==> src/rtl/ex_hazard_ctrl.sv <==
// ex_hazard_ctrl
// Execute-stage hazard and forwarding controller. It keeps a shadow copy of
// the register-usage metadata for the instructions in EX, MEM and WB. From
// that copy it derives the EX operand forwarding selects and the ID stall
// request. A saturating counter records how many cycles were spent stalling.
module ex_hazard_ctrl #(
    parameter int REG_W = 4,
    parameter int CNT_W = 16
) (
    input  logic             CLK,
    input  logic             RST,
    input  logic             freeze,
    input  logic             flush,
    input  logic             fwd_en,
    input  logic             ID_valid,
    input  logic [REG_W-1:0] ID_src1,
    input  logic [REG_W-1:0] ID_src2,
    input  logic             ID_two_src,
    input  logic [REG_W-1:0] ID_dest,
    input  logic             ID_WB_EN,
    input  logic             ID_MEM_R_EN,
    output logic             hazard,
    output logic [1:0]       forward1,
    output logic [1:0]       forward2,
    output logic [CNT_W-1:0] stall_count
);

    // Forwarding select encodings seen by the EX operand muxes
    localparam logic [1:0] SEL_RF  = 2'b00;
    localparam logic [1:0] SEL_MEM = 2'b01;
    localparam logic [1:0] SEL_WB  = 2'b10;

    // EX slot (_p0)
    logic             vld_p0;
    logic             wb_en_p0;
    logic             mem_r_en_p0;
    logic [REG_W-1:0] src1_p0;
    logic [REG_W-1:0] src2_p0;
    logic             two_src_p0;
    logic [REG_W-1:0] dest_p0;

    // MEM slot (_p1)
    logic             vld_p1;
    logic             wb_en_p1;
    logic             mem_r_en_p1;
    logic [REG_W-1:0] dest_p1;

    // WB slot (_p2)
    logic             vld_p2;
    logic             wb_en_p2;
    logic [REG_W-1:0] dest_p2;

    logic ex_hit;
    logic mem_hit;
    logic advance;
    logic issue;

    // A slot produces register r only if it is a live instruction that writes back to r
    function automatic logic slot_hit(
        input logic             vld,
        input logic             wb_en,
        input logic [REG_W-1:0] dest,
        input logic [REG_W-1:0] r
    );
        return vld & wb_en & (dest == r);
    endfunction

    // Saturating increment: the counter sticks at all-ones rather than wrapping
    function automatic logic [CNT_W-1:0] sat_inc(input logic [CNT_W-1:0] cnt);
        logic [CNT_W-1:0] one;
        one = {{(CNT_W-1){1'b0}}, 1'b1};
        return (&cnt) ? cnt : cnt + one;
    endfunction

    assign advance = ~freeze;
    // A real instruction leaves ID only when it is not killed and not stalled
    assign issue   = ID_valid & ~flush & ~hazard;

    // Dependency of the ID instruction on the older instructions in EX and MEM
    always_comb begin
        ex_hit  = slot_hit(vld_p0, wb_en_p0, dest_p0, ID_src1)
                | (ID_two_src & slot_hit(vld_p0, wb_en_p0, dest_p0, ID_src2));
        mem_hit = slot_hit(vld_p1, wb_en_p1, dest_p1, ID_src1)
                | (ID_two_src & slot_hit(vld_p1, wb_en_p1, dest_p1, ID_src2));
    end

    // Stall request: load-use only when forwarding, any EX/MEM dependency otherwise.
    // WB never stalls because the register file writes in the first half-cycle.
    always_comb begin
        hazard = 1'b0;
        if (ID_valid && !flush) begin
            if (fwd_en) begin
                hazard = ex_hit & mem_r_en_p0;
            end else begin
                hazard = ex_hit | mem_hit;
            end
        end
    end

    // Operand selects for the instruction in EX; MEM has priority over WB and a
    // load still in MEM has no data yet, so it is never a forwarding source
    always_comb begin
        forward1 = SEL_RF;
        forward2 = SEL_RF;
        if (fwd_en && vld_p0) begin
            if (slot_hit(vld_p1, wb_en_p1, dest_p1, src1_p0) && !mem_r_en_p1) begin
                forward1 = SEL_MEM;
            end else if (slot_hit(vld_p2, wb_en_p2, dest_p2, src1_p0)) begin
                forward1 = SEL_WB;
            end
            if (two_src_p0) begin
                if (slot_hit(vld_p1, wb_en_p1, dest_p1, src2_p0) && !mem_r_en_p1) begin
                    forward2 = SEL_MEM;
                end else if (slot_hit(vld_p2, wb_en_p2, dest_p2, src2_p0)) begin
                    forward2 = SEL_WB;
                end
            end
        end
    end

    // Control state: slot valid/qualifier bits and the stall counter
    always_ff @(posedge CLK) begin
        if (RST) begin
            vld_p0      <= 1'b0;
            wb_en_p0    <= 1'b0;
            mem_r_en_p0 <= 1'b0;
            vld_p1      <= 1'b0;
            wb_en_p1    <= 1'b0;
            mem_r_en_p1 <= 1'b0;
            vld_p2      <= 1'b0;
            wb_en_p2    <= 1'b0;
            stall_count <= '0;
        end else if (advance) begin
            // ID -> EX: bubble when killed, stalled or empty
            vld_p0      <= issue;
            wb_en_p0    <= issue & ID_WB_EN;
            mem_r_en_p0 <= issue & ID_MEM_R_EN;
            // EX -> MEM
            vld_p1      <= vld_p0;
            wb_en_p1    <= wb_en_p0;
            mem_r_en_p1 <= mem_r_en_p0;
            // MEM -> WB
            vld_p2      <= vld_p1;
            wb_en_p2    <= wb_en_p1;
            if (hazard) begin
                stall_count <= sat_inc(stall_count);
            end
        end
    end

    // Register indices; qualified by the valid bits so they need no reset
    always_ff @(posedge CLK) begin
        if (advance) begin
            // ID -> EX
            src1_p0    <= ID_src1;
            src2_p0    <= ID_src2;
            two_src_p0 <= ID_two_src;
            dest_p0    <= ID_dest;
            // EX -> MEM
            dest_p1    <= dest_p0;
            // MEM -> WB
            dest_p2    <= dest_p1;
        end
    end

endmodule

==> config.mk <==
export PLATFORM = sky130hd
export DESIGN_NAME = ex_hazard_ctrl
export DESIGN_NICKNAME = d
export VERILOG_FILES = /design/src/rtl/ex_hazard_ctrl.sv
export SDC_FILE = /design/constraint.sdc
export NUM_CORES = 1
export LEC_CHECK = 0
export BUFFER_PORTS_ARGS = -buffer_cell sky130_fd_sc_hd__buf_4
export CAP_MARGIN = 10
export CORE_ASPECT_RATIO = 2
export CORE_UTILIZATION = 53
export CTS_BUF_LIST = sky130_fd_sc_hd__clkbuf_4
export DETAILED_ROUTE_END_ITERATION = 16
export GPL_ROUTABILITY_DRIVEN = 0
export PLACE_DENSITY_LB_ADDON = 0.1
export SYNTH_ARGS = -nofsm -noshare
export SYNTH_HDL_FRONTEND = slang
export SYNTH_SLANG_ARGS = --single-unit
==> constraint.sdc <==
create_clock -name CLK -period 2.35 [get_ports CLK]
set_clock_uncertainty 0.15 [all_clocks]
set_input_delay 0.1175 -clock CLK [delete_from_list [all_inputs] [get_ports CLK]]
set_output_delay 0.1175 -clock CLK [all_outputs]
set_load 0.05 [all_outputs]
==> impl_metrics.ini <==
[timing]
setup_viol = 0
slew_headroom_pct = 50.1
finalSetupTns_ps = 0
fin_crit_sh_pct = 96.7
hold_viol_final = 0
max_freq_ghz = 0.440
holdWs_ps = 246
worst_pin_slew_ps = 747
slew_violations = 0
min_period_ps = 2270
fin_ws_ps = 77.7
rsz0062_at_grt = false

[worst_setup_path]
cp-end-kind = output pin
start_kind = flop
arrival_ps = 2000
cp_max_fo = 3
critPathRequiredTime_ps = 2080
crit_type = flop to output pin

[placed_design]
pre_cts_ws_ps = 97.0
dp_cells = 303
dp_hpwl_mm = 3.60
port_buffers = 41

[yosys]
synth_top_area_cell = edfxtp_1
synth_flop_cell = dfxtp_1
synthTopCellsByArea = edfxtp_1, dfxtp_1, xnor2_1
syn_avg_cell_area_um2 = 10.5
ys_seq_area_share_pct = 50.6
synth_warnings = 0
synthCells = 210
yosysUniqueCellTypes = 40
synthArstFlopShare_pct = 0
synth_fp_nets = 232
syn_area_um2 = 2200
synth_edf_count = 21
ys_ff_latch = 45
yosys.area.top_type_share_pct = 28.7
synth_most_common_cell = dfxtp_1
synthTopCellsByCount = dfxtp_1, edfxtp_1, nor2_1

[layout]
drive_above_1_share_pct = 25.4
antennaDiodeCount = 0
area_growth_pct = 30.9
final_cells = 330
final_nets = 300

[detailed_routing]
routedWlPerCell_um = 14.8
wl_mm = 4.89
antenna_left = 0
drtPass1Iterations = 6
drcViolationCount = 0
drtIter0Drc = 31
vias_per_cell = 5.57
num_vias = 1839

[clocking]
cts_tree = built
clock-sinks = 45
clk_latency_ps = 350
numCtsBuffers = 5
cts_setup_buffers = 0
cts_root_buf = clkbuf_4
htreeDepth = 2
cts.clk_slew.worst_paths_ps = 130
clockBufferDepth = 2

[global_route]
grt.total_usage_pct = 24.4
grt_pass1_wl_mm = 7.46
grt_overflow = 0
grt_pass1_vias = 1776
antenna_found_initial = 0
grt_max_degree = 31

[pwr]
ir_worst_vdd_mv = 0.492
powerDensity_nw_per_um2 = 505
p_leak_nw = 1.09
finalPower_mw = 1.45

[floorplan]
die_x_um = 47.5
dieArea_um2 = 4420
pin_count = 42
placeableCoreArea_um2 = 3920
rows = 32
start_util_pct = 56.0
fp.dieH_um = 93.1

[job]
drv_cap = 0

[run_status]
status = finished, final reports clean

[hold_path]
hp-class = input pin to flop
==> worst max-delay path, cell delays in order, from the launching register on <==
cell      delay, ps
edfxtp_1        450
buf_4           180
xnor2_1         250
nand3_1         120
nor3_1          250
and3_1          210
buf_4           200
==> cells by family after synthesis <==
logic type	Yosys count	synth area share (%)
AO/OA/AOI/OAI	28	8.14
AND/OR/NAND/NOR	81	20.1
multiplexers	11	5.30
adder cells (fa/ha/maj)	1	0.569
XOR/XNOR	32	12.8
buffers and inverters	12	2.56
flip-flops	45	50.6
==> per-stage QoR <==
step	utilization [%]	area, um^2
floorplan	-	2210
detailed placement	66.8	2620
CTS	73.2	2870
global route	73.3	2880
global placement	66.8	2620
finish	73.3	2880
==> sequential cells by signal, summed over array words and instances, names as in the netlist, 4 cells and up <==
register	flops
src1_p0	4
dest_p1	4
dest_p0	4
stall_count	16
src2_p0	4
dest_p2	4
==> routing by layer <==
| layer | vias to the layer above | routed length (um) | track usage, % |
|---|---|---|---|
| met3 | 18 | 148 | 4.05 |
| met2 | 55 | 2820 | 45.1 |
| li1 | 898 | - | - |
| met1 | 868 | 1700 | 21.6 |
| met4 | 0 | 221 | 15.0 |
| met5 | - | 0 | 0 |
==> power breakdown <==
group	switching, mW	internal, mW
sequential	0.0266	0.854
clock	0.237	0.154
combinational	0.0842	0.0958
==> repair_timing <==
item                                    CTS  global route
hold endpoints to repair                 31             0
hold buffers                             19             0
gates resized for setup                   0             1
endpoints found under the setup margin    0             2
==> final timing paths <==
kind,cells after the start,slack [ps],end,start
worst max-delay path,6,80,forward1[0],dest_p1[0]
worst min-delay path,6,250,stall_count[9],ID_valid
worst max register to register,7,100,stall_count[15],dest_p0[3]
worst min register to register,2,360,stall_count[15],stall_count[15]
==> area by class of cell <==
| type | instances | area (um^2) |
|---|---|---|
| inverter | 3 | 11.3 |
| fill | 303 | 1050 |
| multi-input combinational | 153 | 1050 |
| clock buffer | 8 | 60.1 |
| tap | 51 | 63.8 |
| sequential | 45 | 1110 |
| timing repair buffer | 70 | 573 |
==> cells in the final DEF, fill, tap and decap left out, drive strengths merged, types with 2 or more instances in the layout <==
| cell | count |
|---|---|
| buf | 51 |
| nand2 | 6 |
| or3 | 10 |
| and3 | 2 |
| dlygate4sd3 | 19 |
| a21oi | 10 |
| nor3 | 4 |
| edfxtp | 21 |
| nand3 | 11 |
| o21ai | 8 |
| xor2 | 16 |
| dfxtp | 24 |
| nor2 | 20 |
| nor4 | 3 |
| nor2b | 5 |
| o31ai | 2 |
| nand2b | 3 |
| and4 | 2 |
| or4 | 2 |
| xnor2 | 16 |
| inv | 3 |
| mux2 | 5 |
| mux2i | 6 |
| a32oi | 2 |
| clkbuf | 8 |
| nand4 | 8 |
Power figures use the tool's default switching activity.
